$ cat src/rtl/col_normalizer_if.sv
// Start/busy/done handshake and result bus for col_normalizer.
// COLNORM_RSQ_EN adds the raw sum-of-squares output out_rii_sq.
interface col_normalizer_if #(
  parameter int unsigned N = 4,
  parameter int unsigned W = 16
);
  localparam int unsigned RW   = W + ($clog2(N) + 1) / 2;
  localparam int unsigned ACCW = 2 * RW;

  logic           start;
  logic [N*W-1:0] in_a;
  logic           busy;
  logic           done;
  logic [W-1:0]   out_rii;
  logic [N*W-1:0] out_q;
  logic           err_zero;
  logic           rii_sat;
`ifdef COLNORM_RSQ_EN
  logic [ACCW-1:0] out_rii_sq;
`endif

  modport master (
    output start, in_a,
    input  busy, done, out_rii, out_q, err_zero, rii_sat
`ifdef COLNORM_RSQ_EN
    , input out_rii_sq
`endif
  );

  modport slave (
    input  start, in_a,
    output busy, done, out_rii, out_q, err_zero, rii_sat
`ifdef COLNORM_RSQ_EN
    , output out_rii_sq
`endif
  );
endinterface

$ cat src/rtl/col_normalizer.sv
// QR column normaliser: r = sqrt(sum a_i^2) by restoring sqrt, q_i = a_i / r by restoring division.
// Define COLNORM_RSQ_EN to also register and output the raw sum of squares (out_rii_sq).
module col_normalizer #(
  parameter int unsigned N    = 4,
  parameter int unsigned W    = 16,
  parameter int unsigned FRAC = 10
) (
  input  logic             clk,
  input  logic             rst_n,
  col_normalizer_if.slave  bus
);
  localparam int unsigned RW      = W + ($clog2(N) + 1) / 2;
  localparam int unsigned ACCW    = 2 * RW;
  localparam int unsigned CntW    = $clog2(RW) + 1;
  localparam int unsigned ElemW   = $clog2(N);
  localparam int unsigned RemW    = RW + 1;  // sqrt remainder is bounded by 2*root
  localparam int unsigned AccIdxW = $clog2(ACCW);
  localparam int unsigned DvdW    = W + FRAC;
  localparam int unsigned DvdIdxW = $clog2(DvdW);

  typedef enum logic [2:0] {StIdle, StAcc, StSqrt, StDiv, StDone} state_e;

  state_e                state_q, state_d;
  logic [N*W-1:0]        a_q, a_d;
  logic [ACCW-1:0]       acc_q, acc_d;
  logic [CntW-1:0]       cnt_q, cnt_d;
  logic [ElemW-1:0]      elem_q, elem_d;
  logic [RW-1:0]         root_q, root_d;
  logic [RemW-1:0]       srem_q, srem_d;
  logic [RW-1:0]         drem_q, drem_d;
  logic [W-1:0]          quo_q, quo_d;
  logic [W-1:0]          qres_q [N];
  logic [W-1:0]          qres_d [N];
  logic [W-1:0]          out_q_q [N];
  logic [W-1:0]          out_q_d [N];
  logic [W-1:0]          out_rii_q, out_rii_d;
  logic                  err_zero_q, err_zero_d;
  logic                  rii_sat_q, rii_sat_d;
  logic [ACCW-1:0]       rsq_q, rsq_d;

  logic signed [W-1:0]   a_arr [N];
  logic signed [W-1:0]   a_k;
  logic signed [2*W-1:0] sq;
  logic [2*W-1:0]        sq_u;
  logic [W-1:0]          abs_a;
  logic [DvdW-1:0]       dvd;
  logic [DvdIdxW-1:0]    dvd_idx;
  logic [AccIdxW-1:0]    acc_idx;
  logic [RemW+1:0]       s_sh, s_trial;
  logic                  s_ge;
  logic [RW-1:0]         d_cur;
  logic [RW:0]           d_trial;
  logic                  d_ge;
  logic [W-1:0]          quo_cur, quo_nx, q_val;
  logic                  sat;

  for (genvar g = 0; g < N; g++) begin : g_lanes
    assign a_arr[g]              = a_q[g*W +: W];
    assign bus.out_q[g*W +: W]   = out_q_q[g];
  end

  assign bus.busy     = (state_q == StAcc) || (state_q == StSqrt) || (state_q == StDiv);
  assign bus.done     = (state_q == StDone);
  assign bus.out_rii  = out_rii_q;
  assign bus.err_zero = err_zero_q;
  assign bus.rii_sat  = rii_sat_q;
`ifdef COLNORM_RSQ_EN
  assign bus.out_rii_sq = rsq_q;
`endif

  always_comb begin
    state_d    = state_q;
    a_d        = a_q;
    acc_d      = acc_q;
    cnt_d      = cnt_q;
    elem_d     = elem_q;
    root_d     = root_q;
    srem_d     = srem_q;
    drem_d     = drem_q;
    quo_d      = quo_q;
    qres_d     = qres_q;
    out_q_d    = out_q_q;
    out_rii_d  = out_rii_q;
    err_zero_d = err_zero_q;
    rii_sat_d  = rii_sat_q;
    rsq_d      = rsq_q;

    // The one multiplier squares the element selected by elem_q.
    a_k   = a_arr[elem_q];
    sq    = a_k * a_k;
    sq_u  = sq;
    abs_a = a_k[W-1] ? W'(-a_k) : W'(a_k);

    // Sqrt step: bring down the next radicand bit pair, MSB pair first.
    acc_idx = AccIdxW'(ACCW - 2 - 2 * int'(cnt_q));
    s_sh    = {srem_q, acc_q[acc_idx +: 2]};
    s_trial = {1'b0, root_q, 2'b01};
    s_ge    = (s_sh >= s_trial);

    // Division step: the top FRAC dividend bits preload the remainder, W bits are shifted in.
    dvd     = {abs_a, {FRAC{1'b0}}};
    dvd_idx = DvdIdxW'(W - 1 - int'(cnt_q));
    d_cur   = (cnt_q == '0) ? RW'(abs_a >> (W - FRAC)) : drem_q;
    d_trial = {d_cur, dvd[dvd_idx]};
    d_ge    = (d_trial >= {1'b0, root_q});
    quo_cur = (cnt_q == '0) ? '0 : quo_q;
    quo_nx  = W'({quo_cur, d_ge});
    q_val   = a_k[W-1] ? (~quo_nx + 1'b1) : quo_nx;

    sat = |root_q[RW-1:W];

    unique case (state_q)
      StIdle, StDone: begin
        if (bus.start) begin
          a_d     = bus.in_a;
          acc_d   = '0;
          cnt_d   = '0;
          elem_d  = '0;
          root_d  = '0;
          srem_d  = '0;
          state_d = StAcc;
        end else begin
          state_d = StIdle;
        end
      end
      StAcc: begin
        acc_d = acc_q + ACCW'(sq_u);
        if (elem_q == ElemW'(N - 1)) begin
          elem_d  = '0;
          state_d = StSqrt;
        end else begin
          elem_d = elem_q + 1'b1;
        end
      end
      StSqrt: begin
        srem_d = s_ge ? RemW'(s_sh - s_trial) : RemW'(s_sh);
        root_d = RW'({root_q, s_ge});
        if (cnt_q == CntW'(RW - 1)) begin
          cnt_d = '0;
          if (acc_q == '0) begin
            out_q_d    = '{default: '0};
            out_rii_d  = '0;
            err_zero_d = 1'b1;
            rii_sat_d  = 1'b0;
            rsq_d      = acc_q;
            state_d    = StDone;
          end else begin
            state_d = StDiv;
          end
        end else begin
          cnt_d = cnt_q + 1'b1;
        end
      end
      StDiv: begin
        drem_d = d_ge ? RW'(d_trial - {1'b0, root_q}) : RW'(d_trial);
        quo_d  = quo_nx;
        if (cnt_q == CntW'(W - 1)) begin
          cnt_d          = '0;
          qres_d[elem_q] = q_val;
          if (elem_q == ElemW'(N - 1)) begin
            out_q_d    = qres_d;
            out_rii_d  = sat ? '1 : root_q[W-1:0];
            rii_sat_d  = sat;
            err_zero_d = 1'b0;
            rsq_d      = acc_q;
            state_d    = StDone;
          end else begin
            elem_d = elem_q + 1'b1;
          end
        end else begin
          cnt_d = cnt_q + 1'b1;
        end
      end
      default: state_d = StIdle;
    endcase
  end

  always_ff @(posedge clk) begin
    if (!rst_n) begin
      state_q    <= StIdle;
      a_q        <= '0;
      acc_q      <= '0;
      cnt_q      <= '0;
      elem_q     <= '0;
      root_q     <= '0;
      srem_q     <= '0;
      drem_q     <= '0;
      quo_q      <= '0;
      qres_q     <= '{default: '0};
      out_q_q    <= '{default: '0};
      out_rii_q  <= '0;
      err_zero_q <= 1'b0;
      rii_sat_q  <= 1'b0;
      rsq_q      <= '0;
    end else begin
      state_q    <= state_d;
      a_q        <= a_d;
      acc_q      <= acc_d;
      cnt_q      <= cnt_d;
      elem_q     <= elem_d;
      root_q     <= root_d;
      srem_q     <= srem_d;
      drem_q     <= drem_d;
      quo_q      <= quo_d;
      qres_q     <= qres_d;
      out_q_q    <= out_q_d;
      out_rii_q  <= out_rii_d;
      err_zero_q <= err_zero_d;
      rii_sat_q  <= rii_sat_d;
      rsq_q      <= rsq_d;
    end
  end

endmodule

$ cat src/flat_wrapper.sv
// flat-port wrapper written by rule: the top's interface ports become plain ports
module col_normalizer_flat 
#(
  parameter int unsigned N    = 4,
  parameter int unsigned W    = 16,
  parameter int unsigned FRAC = 10
)
  (clk, rst_n, bus_start, bus_in_a, bus_busy, bus_done, bus_out_rii, bus_out_q, bus_err_zero, bus_rii_sat);
  col_normalizer_if #(.N(N), .W(W)) bus_i ();
  input  logic clk;
  input  logic rst_n;
  input wire logic [$bits(bus_i.start)-1:0] bus_start;
  input wire logic [$bits(bus_i.in_a)-1:0] bus_in_a;
  output wire logic [$bits(bus_i.busy)-1:0] bus_busy;
  output wire logic [$bits(bus_i.done)-1:0] bus_done;
  output wire logic [$bits(bus_i.out_rii)-1:0] bus_out_rii;
  output wire logic [$bits(bus_i.out_q)-1:0] bus_out_q;
  output wire logic [$bits(bus_i.err_zero)-1:0] bus_err_zero;
  output wire logic [$bits(bus_i.rii_sat)-1:0] bus_rii_sat;
  assign bus_i.start = bus_start;
  assign bus_i.in_a = bus_in_a;
  assign bus_busy = bus_i.busy;
  assign bus_done = bus_i.done;
  assign bus_out_rii = bus_i.out_rii;
  assign bus_out_q = bus_i.out_q;
  assign bus_err_zero = bus_i.err_zero;
  assign bus_rii_sat = bus_i.rii_sat;
  col_normalizer #(.N(N), .W(W), .FRAC(FRAC)) u_core (.clk(clk), .rst_n(rst_n), .bus(bus_i));
endmodule
$ cat config.mk
export PLATFORM = sky130hd
export DESIGN_NAME = col_normalizer_flat
export DESIGN_NICKNAME = d
export VERILOG_FILES = /design/src/rtl/col_normalizer_if.sv /design/src/rtl/col_normalizer.sv /design/src/flat_wrapper.sv
export SDC_FILE = /design/constraint.sdc
export NUM_CORES = 2
export LEC_CHECK = 0
export BUFFER_PORTS_ARGS = -buffer_cell sky130_fd_sc_hd__buf_2
export CAP_MARGIN = 20
export CORE_ASPECT_RATIO = 0.8
export CORE_MARGIN = 2
export CORE_UTILIZATION = 40
export CTS_BUF_LIST = sky130_fd_sc_hd__clkbuf_4
export CTS_CLUSTER_DIAMETER = 50
export DETAILED_ROUTE_END_ITERATION = 16
export PLACE_DENSITY_LB_ADDON = 0.1
export REMOVE_ABC_BUFFERS = 1
export SYNTH_ARGS = -nofsm -noshare
export SYNTH_HDL_FRONTEND = slang
export SYNTH_SLANG_ARGS = --single-unit
$ cat constraint.sdc
create_clock -name clk -period 9.8 [get_ports clk]
set_clock_uncertainty 0.05 [all_clocks]
set_input_delay 1.47 -clock clk [delete_from_list [all_inputs] [get_ports clk]]
set_output_delay 1.47 -clock clk [all_outputs]
set_load 0.02 [all_outputs]
# Word level (Yosys, flattened, before mapping)
# Cells that the tools add are included.
[word_totals] ff_bits=322 latchBits=0 ram_bits=0 rom_bits=0 input_bits=67 wordCells=129 n_memories=0
[op_classes] add_sub_neg=9 mul=1 n_div=0 n_lt_le_gt_ge=5 eq_ne=14 shift=1 muxes=57 n_bitwise=2 reduce_logical=20
[op_table] cell="64-bit two-way mux" n=4
[op_table] cell="16-bit two-way mux" n=10
[op_table] cell="64-bit case mux with 2 select lines" n=1
[op_table] cell="34-bit case mux with 2 select lines" n=1
[op_table] cell="64-bit bitwise mux" n=1
[op_table] cell="17-bit two-way mux" n=3
[op_table] cell="18-bit two-way mux" n=2
[op_table] cell="18-bit case mux with 2 select lines" n=1
[op_table] cell="34-bit by 32-bit adder with 34-bit output" n=1
[op_table] cell="34-bit zero test" n=1
[op_table] cell="34-bit two-way mux" n=1
[op_table] cell="17-bit case mux with 2 select lines" n=1
[op_table] cell="34-bit by 7-bit variable part select with 2-bit output" n=1
[op_table] cell="16-bit binary-select mux with 2-bit select" n=1
[op_table] cell="16-bit demux with 2-bit select" n=1
[op_table] cell="16-bit by 16-bit multiplier with 32-bit output" n=1
[op_table] cell="16-bit case mux with 2 select lines" n=1
[op_table] cell="20-bit by 19-bit >= comparator with 1-bit output" n=1
[op_table] cell="18-bit by 17-bit >= comparator with 1-bit output" n=1
[op_table] cell="6-bit two-way mux" n=3
[op_table] cell="6-bit case mux with 3 select lines" n=1
[op_table] cell="18-bit subtractor" n=1
[op_table] cell="17-bit subtractor" n=1
[op_table] cell="16-bit by 1-bit adder with 16-bit output, second input constant" n=1
[op_table] cell="other kinds (35)" n=68

# Logic depth before layout (Yosys ltp)
[depth] word_depth=16 depth_mapped=41 ltp_nobuf=38

# Worst setup path before layout
# OpenSTA, ideal clock, no wires.
[synth_timing] path_type="flip-flop to flip-flop" start="reg u_core.elem_q[1]" end="reg u_core.acc_q[33]" setup_time_ps=124 arrival_time_ps=8851 required_ps=9626 path_slack_ps=775 path_stages_with_launch=39 n_path_buf=7 cell_sequence="dfxtp_1 -> buf_2 -> buf_2 -> buf_2 -> mux2i_1 -> mux2_2 -> inv_1 -> buf_2 -> buf_2 -> buf_2 -> buf_1 -> nand2_1 -> fa_1 -> inv_1 -> fa_1 -> fa_1 -> fa_1 -> fa_1 -> [... 3 more ...] -> ha_1 -> a21o_1 -> a21oi_1 -> a2bb2oi_1 -> o31ai_1 -> o21ai_0 -> o21bai_1 -> a21oi_1 -> xnor2_1 -> ha_1 -> nand2_1 -> or3b_2 -> o2111ai_1 -> nand3_1 -> a21oi_1 -> nor2b_1 -> o21ai_0 -> mux2i_1"
[synth_between] elab_chain_cells=7
[synth_rtl] item="start: declaration" line="col_normalizer.sv:27" rtl="logic [ElemW-1:0] elem_q, elem_d;"
[synth_rtl] item="start signal: assignment" line="col_normalizer.sv:200" rtl="elem_q <= elem_d;"
[synth_rtl] item="2-bit NOT with 3-bit output (not written as such)" line="col_normalizer.sv:89" rtl="a_k = a_arr[elem_q];"
[synth_rtl] item="16-bit binary-select mux with 2-bit select" line="col_normalizer.sv:89"
[synth_rtl] item="16-bit two-way mux (not written as such) (2 in series)" line="col_normalizer.sv:89"
[synth_rtl] item="16-bit by 16-bit multiplier with 32-bit output" line="col_normalizer.sv:90" rtl="sq = a_k * a_k;"
[synth_rtl] item="34-bit by 32-bit adder with 34-bit output" line="col_normalizer.sv:127" rtl="acc_d = acc_q + ACCW'(sq_u);"
[synth_rtl] item="34-bit case mux with 2 select lines" line="col_normalizer.sv:112" rtl="unique case (state_q)"
[synth_rtl] item="end signal: assignment" line="col_normalizer.sv:182" rtl="acc_q <= '0;"
[synth_rtl] item="end signal: assignment" line="col_normalizer.sv:198" rtl="acc_q <= acc_d;"
[synth_rtl] item="end: declaration" line="col_normalizer.sv:25" rtl="logic [ACCW-1:0] acc_q, acc_d;"
# No other way between the ends. The select of a mux whose other input is x is not followed.
# A chain may end at the register's enable or synchronous reset.

# Final worst setup path
[layout_timing] start="reg u_core.elem_q[0]" end="reg u_core.acc_q[33]"
# The elaborated chain is that of the path after synthesis.

==> summary.txt <==
Place
  • DP Cell Count: between 4,000 and 5,000
  • Post-DP HPWL: 58,900 µm
  • DP Worst Slack: about 0.45 ns
  • Routability congestion estimate: 0.900
  • I/O Buffers: 150
  • Placed Area: approximately 0.028 mm²

Timing
  • Min cycle time layout: between 9 and 10 ns
  • Worst-margin pin slew: between 1 and 1.5 ns
  • Setup violators final: 0
  • Final Hold Viols: 0
  • Worst relative slew slack: roughly 31%
  • Final Cycle Share: between 90 and 100%
  • Fin Hold WS: 0.397 ns
  • Setup TNS: 0 ns
  • RSZ-0062 raised after global routing: no
  • Maximum clock frequency: about 110 MHz
  • Slack of the critical path: 0.692 ns
  • Final slew viol count: 0

Worst setup path
  • RR Endpoint: u_core.acc_q[33]$_SDFFE_PN0P_
  • Worst path most repeated cell: fa_1
  • Worst reg2reg path startpoint: u_core.elem_q[0]$_SDFFE_PN0P_
  • Crit Path Category: reg2reg
  • Biggest fanout along the worst timing path: 19
  • CP max stage cell: mux4_2
  • CP startpoint kind: flip-flop
  • CP Buf/Inv Count: 5
  • Reg2Reg Depth: 33
  • Data required time of the critical path: 10.49 ns
  • FF-to-FF setup slack: roughly 0.69 ns
  • Worst Path Arrival: 9.80 ns
  • Endpoint class of the critical path: flip-flop
  • Crit path max-delay family: adder cells
  • CP peak stage delay: between 0.7 and 0.8 ns

Clock tree
  • Setup Buffers After CTS: 0
  • CTS max path bufs: 3
  • PostCTS Resize Cnt: 0
  • Latest clock arrival within the worst-skew pair: ~0.90 ns
  • H-tree level count: 3
  • Clk root buf: clkbuf_4
  • CTS clk-pin slew, worst paths: roughly 0.080 ns
  • CTS tree: built
  • Hold Buf Count CTS: 0
  • # clock sinks: around 300
  • Cts bufs inserted: 85

Worst hold path
  • Worst hold stages: 1
  • Worst hold path type: reg2reg
  • Hold path startpoint: u_core.bus.out_q[3]$_SDFFE_PN0P_
  • WHS Endpoint: u_core.bus.out_q[3]$_SDFFE_PN0P_

Logic synthesis
  • Fraction of the mapped netlist area in simple logic gates: between 15 and 20%
  • Post-synthesis mux area share: 3.22%
  • Largest family of logic cells by synthesized area: adder cells
  • Unique masters post-synth: 79
  • Yosys top cell area share: between 20% and 30%
  • Cell count after synthesis: about 3,200
  • FFs w/ async S/R, synth: 0%
  • Avg Inst Size Synth: 8.16 µm²
  • Post-Synthesis Cell Area: around 0.026 mm²
  • Post-synthesis xor/xnor area fraction: 3.62%
  • Cell accounting for the most synthesized area: dfxtp_1
  • Post-Synth Adder-Cell Area: a little over a quarter
  • Post-synthesis compound-gate area fraction: between 10% and 20%
  • Leading post-synthesis cells by cell area: dfxtp_1 24%, fa_1 18%, ha_1 8.1%
  • Syn. warnings: 0
  • Prevailing post-synth register cell: dfxtp_1
  • EDFF count, synth: 0
  • Sequential fraction of the synthesis area: between 20% and 30%
  • Count of state elements after synthesis: ~300

Floorplan
  • IO Pins: between 150 and 200
  • Placeable core area: roughly 0.064 mm²
  • Row cnt: between 80 and 90
  • Initial Util: slightly above 40%
  • Die footprint: 0.0667 mm²
  • Die Ht: roughly 230 µm
  • Die X: 288 µm

Routing
  • Antenna viol nets, final: 0
  • DR iter-0 viols: between 1,500 and 2,000
  • WL final: ~77,000 µm
  • Remaining DRCs: 0
  • Vias per Instance: approximately 5.4
  • First drt pass iteration count: 7
  • Drt wl/cell: between 15 and 20 µm
  • Vias post-DR: around 23,000

Global routing
  • Total GRT Usage: a little under a quarter
  • Largest net degree at the start of global routing: between 90 and 100
  • Vias in the first global route: about 22,000
  • GRT overflow: 0
  • Initial antenna violation count: 5
  • First-pass GRT wire length: ~120,000 µm

Flow run
  • Max_cap viols: 0

Status
  • Status: completed

Finish
  • Final Cell Area: ~0.029 mm²
  • Post-layout nets: approximately 3,800
  • Fraction of layout cells with a size suffix above 1: between 10% and 20%
  • Area growth syn-to-layout: 10.5%
  • Final non-filler cell total: 4,203

Power
  • Static leakage: ~13 nW
  • Power Density: roughly 350 mW/mm²
  • Worst vdd ir: around 0.00053 V
==> layout make-up <==
| type | count | area (µm²) |
|---|---|---|
| clock buffer | 115 | 863 |
| sequential | 306 | 6130 |
| fill | 6401 | 35500 |
| antenna | 6 | 15.0 |
| multi-input combinational | 2284 | 17600 |
| clock inverter | 26 | 173 |
| timing repair buffer | 206 | 1190 |
| tap | 850 | 1060 |
| inverter | 410 | 1550 |
==> Yosys cell counts, types with 10 or more instances <==
cell	instances
nand4_1	11
nand2_1	391
o211ai_1	10
or3_1	11
mux4_2	14
a21o_1	59
a31oi_1	15
a211oi_1	51
nor2b_1	14
nor2_1	292
and3_1	11
mux2i_1	25
nor4_1	26
xor2_1	29
o21ai_0	151
o22ai_1	12
and2_1	46
ha_1	168
dfxtp_1	306
xnor2_1	78
or4_1	10
mux2_2	13
a21oi_1	275
a22oi_1	66
clkbuf_1	147
nand3_1	59
fa_1	236
o21a_1	19
inv_1	402
nand2b_1	24
nor3_1	42
buf_2	13
==> flip-flops by register name (all words and copies together), names as in the netlist <==
| register | cells |
|---|---|
| u_core.elem_q | 2 |
| u_core.quo_q | 15 |
| u_core.state_q | 3 |
| u_core.root_q | 17 |
| u_core.bus.out_q | 64 |
| u_core.acc_q | 34 |
| u_core.a_q | 64 |
| u_core.qres_q | 48 |
| u_core.bus.out_rii | 16 |
| u_core.drem_q | 17 |
| u_core.srem_q | 18 |
| u_core.cnt_q | 6 |
| u_core.bus.rii_sat | 1 |
| u_core.bus.err_zero | 1 |
==> through the flow <==
stage | utilization, % | power (mW)
3_5_place_dp | 42.9 | 8.66
6_report | 44.6 | 9.88
5_1_grt | 44.6 | 10.8
2_1_floorplan | - | 6.64
3_3_place_gp | 42.9 | 8.60
4_1_cts | 44.5 | 9.89
==> placed cells by master, fill, tap and decap left out, drive strengths merged, types with 47 or more instances in the layout <==
cell type,Yosys,final
fa,236,236
and2,47,47
a22oi,66,66
buf,23,206
ha,168,168
a21o,59,59
xnor2,78,78
a21oi,275,275
nand3,59,59
inv,405,407
clkbuf,147,115
nor2,292,292
dfxtp,306,306
a211oi,51,51
nand2,391,391
o21ai,155,155
==> metal layers <==
metal	track usage (%)	wire, µm
met5	0	27
met4	5.76	1500
met3	5.10	5780
met2	31.6	30800
met1	35.7	39100
==> power breakdown <==
group          total [mW]  internal [mW]  switching [mW]
clock                1.17          0.596           0.578
combinational        7.21           2.87            4.34
sequential           1.50           1.38           0.119
==> kinds of logic after synthesis <==
group | after synthesis
XOR/XNOR | 107
AO/OA/AOI/OAI | 755
AND/OR/NAND/NOR | 961
adder cells (fa/ha/maj) | 404
multiplexers | 57
flip-flops | 306
buffers and inverters | 580
==> worst max path at each step <==
stage | from | end | slack [ns] | cells past startpoint
floorplan | u_core.elem_q[1]$_SDFFE_PN0P_ | u_core.acc_q[33]$_SDFFE_PN0P_ | 0.69 | 31
global placement | u_core.elem_q[0]$_SDFFE_PN0P_ | u_core.acc_q[33]$_SDFFE_PN0P_ | 0.57 | 33
detailed placement | u_core.elem_q[0]$_SDFFE_PN0P_ | u_core.acc_q[31]$_SDFFE_PN0P_ | 0.45 | 33
CTS | u_core.elem_q[0]$_SDFFE_PN0P_ | u_core.acc_q[33]$_SDFFE_PN0P_ | 0.47 | 33
global route | u_core.elem_q[0]$_SDFFE_PN0P_ | u_core.acc_q[29]$_SDFFE_PN0P_ | 0.15 | 33
finish | u_core.elem_q[0]$_SDFFE_PN0P_ | u_core.acc_q[33]$_SDFFE_PN0P_ | 0.69 | 33
Power figures use the tool's default switching activity.
